### config.mk
export PLATFORM = sky130hd
export DESIGN_NAME = vend_change_dispenser
export DESIGN_NICKNAME = d
export VERILOG_FILES = /design/src/rtl/vend_pkg.sv /design/src/rtl/vend_ack_timer.sv /design/src/rtl/vend_change_dispenser.sv
export SDC_FILE = /design/constraint.sdc
export NUM_CORES = 1
export LEC_CHECK = 0
export ABC_CLOCK_PERIOD_IN_PS = 4350
export CAP_MARGIN = 0
export CORE_UTILIZATION = 61
export CTS_CLUSTER_SIZE = 40
export DETAILED_ROUTE_END_ITERATION = 12
export PLACE_DENSITY = 0.95
export SYNTH_ARGS = -nofsm -noshare
export SYNTH_HDL_FRONTEND = slang
export SYNTH_HIERARCHICAL = 1
export SYNTH_SLANG_ARGS = --single-unit
### constraint.sdc
create_clock -name clk -period 4.35 [get_ports clk]
set_clock_uncertainty 0.2 [all_clocks]
set_input_delay 1.305 -clock clk [delete_from_list [all_inputs] [get_ports clk]]
set_output_delay 1.305 -clock clk [all_outputs]
set_load 0.005 [all_outputs]
### src/rtl/vend_pkg.sv
// Shared vending-controller types: FSM states, coin values and the coin-select encoding
// used by both the coin acceptor and the change dispenser.
package vend_pkg;

    typedef enum logic [2:0] {
        IDLE     = 3'd0,
        ISSUE    = 3'd1,
        WAIT_ACK = 3'd2,
        DONE     = 3'd3,
        ERR      = 3'd4
    } state_t;

    localparam int COIN5_VAL  = 5;
    localparam int COIN10_VAL = 10;

    typedef enum logic {
        COIN_SEL_5  = 1'b0,
        COIN_SEL_10 = 1'b1
    } coin_sel_t;

    function automatic int coin_value(input coin_sel_t sel);
        return (sel == COIN_SEL_10) ? COIN10_VAL : COIN5_VAL;
    endfunction

endpackage

### src/rtl/vend_ack_timer.sv
// Hopper acknowledge timer: clear/enable counter that holds at its terminal count
// of ACK_TIMEOUT-1 and flags it.
module vend_ack_timer #(
    parameter int ACK_TIMEOUT = 16
) (
    input  logic clk,
    input  logic reset,
    input  logic clr,
    input  logic en,
    output logic term
);

    localparam int TW = $clog2(ACK_TIMEOUT);
    localparam logic [TW-1:0] LAST = TW'(ACK_TIMEOUT - 1);

    logic [TW-1:0] count;

    always_ff @(posedge clk or posedge reset) begin
        if (reset) begin
            count <= '0;
        end else if (clr) begin
            count <= '0;
        end else if (en && !term) begin
            count <= count + TW'(1);
        end
    end

    assign term = (count == LAST);

endmodule

### src/rtl/vend_change_dispenser.sv
// Change dispenser: pays out a cent amount greedily as 10s then 5s, one hopper eject at a time.
// Optional VEND_CHANGE_STOCK_EN adds hopper10_empty, which forces 5-cent coins while set.
module vend_change_dispenser
    import vend_pkg::*;
#(
    parameter int AMT_W       = 8,
    parameter int ACK_TIMEOUT = 16,
    parameter int CNT_W       = 6
) (
    input  logic             clk,
    input  logic             reset,
    input  logic             start,
    input  logic [AMT_W-1:0] change_amt,
    input  logic             hopper_ack,
`ifdef VEND_CHANGE_STOCK_EN
    input  logic             hopper10_empty,
`endif
    output logic             eject_5,
    output logic             eject_10,
    output logic             busy,
    output logic             done,
    output logic             error,
    output logic [CNT_W-1:0] coins_issued
);

    localparam logic [AMT_W-1:0] FIVE = AMT_W'(COIN5_VAL);
    localparam logic [AMT_W-1:0] TEN  = AMT_W'(COIN10_VAL);

    state_t           state;
    state_t           next_state;
    logic [AMT_W-1:0] remaining;
    logic [AMT_W-1:0] coin_amt;
    logic [AMT_W-1:0] rem_next;
    coin_sel_t        cur_coin;
    logic [CNT_W-1:0] coins_q;
    logic             error_q;
    logic             amt_bad;
    logic             amt_zero;
    logic             use_ten;
    logic             timer_clr;
    logic             timer_en;
    logic             timer_term;

    assign amt_bad  = (change_amt % FIVE) != '0;
    assign amt_zero = (change_amt == '0);
    assign coin_amt = AMT_W'(coin_value(cur_coin));
    assign rem_next = remaining - coin_amt;

`ifdef VEND_CHANGE_STOCK_EN
    assign use_ten = (remaining >= TEN) && !hopper10_empty;
`else
    assign use_ten = (remaining >= TEN);
`endif

    // The timer only runs while waiting on the hopper; leaving WAIT_ACK rearms it.
    assign timer_clr = (state != WAIT_ACK);
    assign timer_en  = (state == WAIT_ACK) && !hopper_ack;

    vend_ack_timer #(
        .ACK_TIMEOUT(ACK_TIMEOUT)
    ) u_ack_timer (
        .clk  (clk),
        .reset(reset),
        .clr  (timer_clr),
        .en   (timer_en),
        .term (timer_term)
    );

    always_ff @(posedge clk or posedge reset) begin
        if (reset) begin
            state <= IDLE;
        end else begin
            state <= next_state;
        end
    end

    always_comb begin
        next_state = state;
        eject_5    = 1'b0;
        eject_10   = 1'b0;
        busy       = 1'b1;
        done       = 1'b0;
        unique case (state)
            IDLE: begin
                busy = 1'b0;
                if (start) begin
                    if (amt_bad) begin
                        next_state = ERR;
                    end else if (amt_zero) begin
                        next_state = DONE;
                    end else begin
                        next_state = ISSUE;
                    end
                end
            end
            ISSUE: begin
                eject_10   = use_ten;
                eject_5    = !use_ten;
                next_state = WAIT_ACK;
            end
            WAIT_ACK: begin
                // An ack arriving on the timeout edge still counts as a delivered coin.
                if (hopper_ack) begin
                    next_state = (rem_next == '0) ? DONE : ISSUE;
                end else if (timer_term) begin
                    next_state = ERR;
                end
            end
            DONE: begin
                done       = 1'b1;
                next_state = IDLE;
            end
            ERR: begin
                next_state = IDLE;
            end
            default: begin
                next_state = IDLE;
            end
        endcase
    end

    always_ff @(posedge clk or posedge reset) begin
        if (reset) begin
            remaining <= '0;
            cur_coin  <= COIN_SEL_5;
            coins_q   <= '0;
        end else begin
            unique case (state)
                IDLE: begin
                    if (start) begin
                        remaining <= change_amt;
                        coins_q   <= '0;
                    end
                end
                ISSUE: begin
                    cur_coin <= use_ten ? COIN_SEL_10 : COIN_SEL_5;
                end
                WAIT_ACK: begin
                    if (hopper_ack) begin
                        remaining <= rem_next;
                        if (coins_q != '1) begin
                            coins_q <= coins_q + CNT_W'(1);
                        end
                    end
                end
                default: begin
                end
            endcase
        end
    end

    // Error is sticky from entry into ERR until the next accepted start.
    always_ff @(posedge clk or posedge reset) begin
        if (reset) begin
            error_q <= 1'b0;
        end else if (next_state == ERR) begin
            error_q <= 1'b1;
        end else if ((state == IDLE) && start) begin
            error_q <= 1'b0;
        end
    end

    assign error        = error_q;
    assign coins_issued = coins_q;

endmodule

==> results of run 1 <==
[metrics by stage]
stage               power (mW)  worst slack (ps)  std cells
CTS                      0.911              9.74        319
finish                   0.922               156        319
detailed placement       0.810              -311        315
global placement         0.785              -178        315
floorplan                0.661               198        238
global route             0.986              10.3        319
[flip-flops by register name, summed over array words and instances (netlist names)]
signal / cells
remaining: 8
coins_issued: 6
u_ack_timer/count: 4
state: 3
cur_coin: 1
error: 1
[Yosys cell counts, types with 5 or more instances]
library cell  number
nand4_1            6
nor2_1            21
nor3b_1            5
nor3_1            10
nand2b_1           9
o21ai_0           12
a22o_1             6
ha_1               8
nor2b_1            5
a21oi_1           16
nand2_1           15
inv_1             14
dfrtp_1           23
[power by group]
part	switching (mW)	internal, mW
clock network	0.0667	0.0360
registers	0.0587	0.266
logic	0.269	0.225
[routing by layer]
metal / global-route usage [%] / up-vias / routed length, um
li1: - / 955 / -
met4: 10.5 / 0 / 49
met2: 49.6 / 62 / 2390
met1: 36.4 / 937 / 2130
met3: 3.49 / 6 / 175
met5: 0 / - / 0
[kinds of logic after synthesis]
group | synth area share (%)
mux | 3.36
xor+xnor | 3.86
flops | 28.6
simple gates | 28.0
buf+inv | 6.60
fa+ha+maj | 5.98
compound gates | 23.5
[path summary, 6_finish.rpt]
path	from	end	slack [ps]	depth (start not counted)
max	change_amt[6]	state[0]	160	12
min	remaining[3]	remaining[3]	370	1
max reg2reg	cur_coin	remaining[6]	1950	9
min reg2reg	remaining[3]	remaining[3]	370	1
max in group asynchronous	reset	remaining[0]	2240	2
min in group asynchronous	reset	u_ack_timer/count[2]	1030	2
[repair_timing]
item,4_1_cts,5_1_grt
endpoints found under the hold margin,0,0
endpoints found under the setup margin,0,3
gates resized for setup,0,6
[layout make-up]
cell class,instances,area [um^2],area share [%]
tap,44,55.1,2.26
clock buffer,4,26.3,1.08
inverter,14,52.6,2.16
sequential,23,576,23.6
multi-input combinational,188,1320,54.1
timing repair buffer,46,408,16.7
[critical path: stages]
cell             delay [ps]
clkdlybuf4s50_1         520
buf_4                   150
nor2b_1                 160
nand4_1                 140
a32oi_2                 270
nor2_1                  100
ha_1                    200
or3_4                   390
a221o_1                 340
a222oi_1                340
buf_4                   180
a32o_1                  160
==> impl_results.md, run 1 <==
- Status: finished, final reports clean
- Top Ports: 23
- Fmax achieved: 0.238 GHz
- Minimum clock period: 4190 ps
- Core area: 3080 um^2
- Worst Path Required: 4420 ps
- Via count: 1960
- Commonest cells after routing, fill and taps aside: buf_4 (24), dfrtp_1 (23), nor2_1 (21)
- ANT nets after route: 0
- Yosys warning total: 6
- MaxCap Viol Count: 0
- Slew HR: 51.6%
- Drt via density: 6.14
- Die X: 59.4 um
- Ys async rst share: 100%
- Hold WS: 370 ps
- Ant diodes: 0
- Die Ht: 59.4 um
- Root buf cell: clkbuf_4
- Leak pwr: 1.09 nW
- Area grow syn2layout: 21.2%
- Placed instance area: 2380 um^2
- Crit path kind: input port to register
- Synth area leaders: dfrtp_1 (29%), ha_1 (5.0%), a21oi_1 (4.0%)
- CTS clk-pin slew, worst paths: 130 ps
- CTS tree: done
- Post-synth top area share: 28.6%
- Longest Clk Path Bufs: 2
- Period utilisation layout: 96.4%
- Pins Over Slew Limit: 0
- Initial core utilization: 65.3%
- Core Util, Final: 79.1%
- Vias in the first global route: 1840
- Dpl hpwl: 3640 um
- Fillers: 223
- WL per Instance: 14.9 um
- Remaining DRCs: 0
- 1st-pass router iterations: 5
- Final Setup Violations: 0
- Synth cell types: 63
- WL final: 4740 um
- Slew at the pin closest to its max-slew limit: 725 ps
- Final instance area: 2440 um^2
- #FFs+latches synth: 23
- Number of setup buffers added after CTS: 0
- Std-Cell Rows: 20
- # clock sinks: 23
- Post-synth top area cell: dfrtp_1
- First-pass GRT wire length: 7690 um
- Type of origin of the critical path: input port
- Most common cell after layout, fill and taps aside: buf_4
- CP endpoint kind: register
- Max Fanout on Critical Path: 6
- Gr ovfl total: 0
- Setup TNS: 0 ps
- Post-Syn Nets: 259
- Min-delay worst type: register to register
- Total track usage: 28.6%
- PortBufs: 22
- PwrDens: 378 nW/um^2
- Unrepaired setup endpoints after global routing: false
- Share of layout cells above drive strength 1: 16.0%
- Num CTS Buffers: 3
- Clk Latency, worst-skew pair: 320 ps
- Final hold violations: 0
- Synthesized area: 2010 um^2
- Hold buffers post-CTS: 0
- Layout net count: 297
- Average size of a mapped cell: 8.44 um^2
- GP Congestion: 0.953
- Largest net degree at the start of global routing: 22
- Worst path arrival time: 4260 ps
- Post-synth top flop: dfrtp_1
- CTS HTree Levels: 1
- Worst VDD drop: 0.170 mV
- Starting DRT DRC Count: 120
- EDFF count, synth: 0
- Post-synthesis sequential area ratio: 28.6%
- Post-Synthesis Cells: 238
- Die ar.: 3530 um^2
- Initial antenna violation count: 0
Power figures use the tool's default switching activity.
==> run 2, diff against run 1 <==
Settings changed: CORE_UTILIZATION 61 to 50, DONT_BUFFER_PORTS set to 1, PLACE_DENSITY 0.95 to 0.74.
==> impl_results.md, run 2 (synthesized netlist as in run 1, its figures left out) <==
- Setup TNS: 0 ps
- Worst Path Required: 4360 ps
- Num CTS Buffers: 3
- Comb pwr share: 47.4%
- Cell family with the largest share of critical-path delay: compound AO/OA/AOI/OAI gates
- Cell Int Power: 0.510 mW
- Top Ports: 23
- Routed wl met2: 1970 um
- Die ar.: 4280 um^2
- Max Fanout on Critical Path: 18
- Period utilisation layout: 92.6%
- Routed wl met3: 187 um
- Gr ovfl total: 0
- Pins Over Slew Limit: 0
- Vias in the first global route: 1633
- Leak pwr: 0.884 nW
- CP endpoint kind: register
- MaxCap Viol Count: 0
- Ant diodes: 0
- # clock sinks: 23
- Die Ht: 65.4 um
- Worst VDD drop: 0.150 mV
- Via count: 1749
- R2r setup slk: 1880 ps
- Biggest register: remaining
- Hold buffers post-CTS: 0
- WL final: 4260 um
- 1st-pass router iterations: 4
- CTS tree: done
- Met1 WL: 2050 um
- Tot Pwr: 0.877 mW
- Slew at the pin closest to its max-slew limit: 739 ps
- PortBufs: 0
- Longest Clk Path Bufs: 2
- Share of layout cells above drive strength 1: 9.05%
- Unrepaired setup endpoints after global routing: false
- Std-Cell Rows: 22
- PwrDens: 426 nW/um^2
- Drt via density: 6.25
- First-pass GRT wire length: 7170 um
- Worst flop-to-flop path startpoint: state[1]
- Clk Latency, worst-skew pair: 270 ps
- CTS HTree Levels: 1
- ANT nets after route: 0
- GP Congestion: 0.892
- Slew HR: 50.7%
- Number of setup buffers added after CTS: 0
- Fmax achieved: 0.248 GHz
- Root buf cell: clkbuf_8
- Type of origin of the critical path: input port
- Crit path kind: input port to register
- Commonest cells after routing, fill and taps aside: dfrtp_1 (23), nor2_1 (21), a21oi_1 (16)
- Dpl hpwl: 3160 um
- Worst Path Buf+Inv: 0
- Sw Ratio: 41.9%
- Core Util, Final: 55.0%
- Worst path arrival time: 4040 ps
- Min-delay worst type: register to register
- Core area: 3740 um^2
- Final hold violations: 0
- Largest register FFs: 8
- Most common cell after layout, fill and taps aside: dfrtp_1
- Clock share of power: 15.6%
- Remaining DRCs: 0
- Initial antenna violation count: 0
- Sw Pwr: 0.367 mW
- Slowest CP cell: a222oi_1
- Largest net degree at the start of global routing: 22
- Uppermost layer routed: met4
- Total track usage: 21.1%
- CP startpoint: change_amt[3]
- Area grow syn2layout: 2.43%
- Critical path's largest stage delay: 500 ps
- Die X: 65.4 um
- Min-delay src: remaining[3]
- WL per Instance: 15.2 um
- Initial core utilization: 53.7%
- Cell breakdown of the critical path: nor4b_1 -> nand2_1 -> a32oi_1 -> nor2_1 -> ha_1 -> or3_4 -> a221o_1 -> a222oi_1 -> a32o_1
- Final Setup Violations: 0
- Seq pwr share: 37.0%
- CTS resizes: 0
- Minimum clock period: 4030 ps
- Status: finished, final reports clean
- Starting DRT DRC Count: 91
- Layout net count: 254
- CTS clk-pin slew, worst paths: 80 ps
[run 2: cell count changes in the layout (fill, tap and decap cells not counted)]
cell	change
a32oi_2	-1
nor4b_1	+1
buf_4	-21
clkdlybuf4s50_1	-19
clkinv_2	+1
nor4b_2	-1
clkbuf_1	-1
dlymetal6s2s_1	-3
a21oi_2	-1
clkbuf_8	+3
a21oi_1	+1
clkbuf_4	-3
a32oi_1	+1
[run 2: cell type report]
cell class	count	area, um^2
inverter	14	52.6
sequential	23	576
clock inverter	1	5.00
fill	355	1690
tap	48	60.1
clock buffer	3	41.3
timing repair buffer	3	22.5
multi-input combinational	188	1300
[run 2: path summary, 6_finish.rpt]
path / cells after the start / to
setup / recovery: 9 / state[0]
hold / removal: 1 / remaining[3]
setup reg to reg: 8 / u_ack_timer/count[3]
hold reg to reg: 1 / remaining[3]
max in group asynchronous: 1 / coins_issued[0]
min in group asynchronous: 1 / u_ack_timer/count[2]
[run 2: stage by stage]
step / std cells / worst slack [ps] / hold slack [ps] / area [um^2]
5_1_grt: 280 / 27.8 / 362 / 2060
2_1_floorplan: 238 / 198 / 286 / 2010
4_1_cts: 280 / 327 / 337 / 2060
6_report: 280 / 321 / 333 / 2060
3_5_place_dp: 276 / 32.4 / 316 / 2010
3_3_place_gp: 276 / 128 / 314 / 2010
[run 2: worst reg2reg max path, delay by kind of cell, from the launching register on]
family          cells  cell delay (ps)
buf+inv             3              600
flops               1              410
compound gates      1              150
simple gates        4             1050
[run 2: per-layer routing]
metal,vias to the layer above,global-route usage (%)
met4,0,6.52
met3,5,3.13
met2,45,35.7
li1,867,-
met5,-,0
met1,832,27.4
[run 2: power by group through the flow]
stage / clock network, mW / logic (mW) / registers, mW
after floorplan: 0 / 0.348 / 0.313
after global placement: 0 / 0.402 / 0.328
after detailed placement: 0 / 0.409 / 0.329
after CTS: 0.138 / 0.413 / 0.324
after global routing: 0.145 / 0.464 / 0.333
final: 0.136 / 0.416 / 0.325
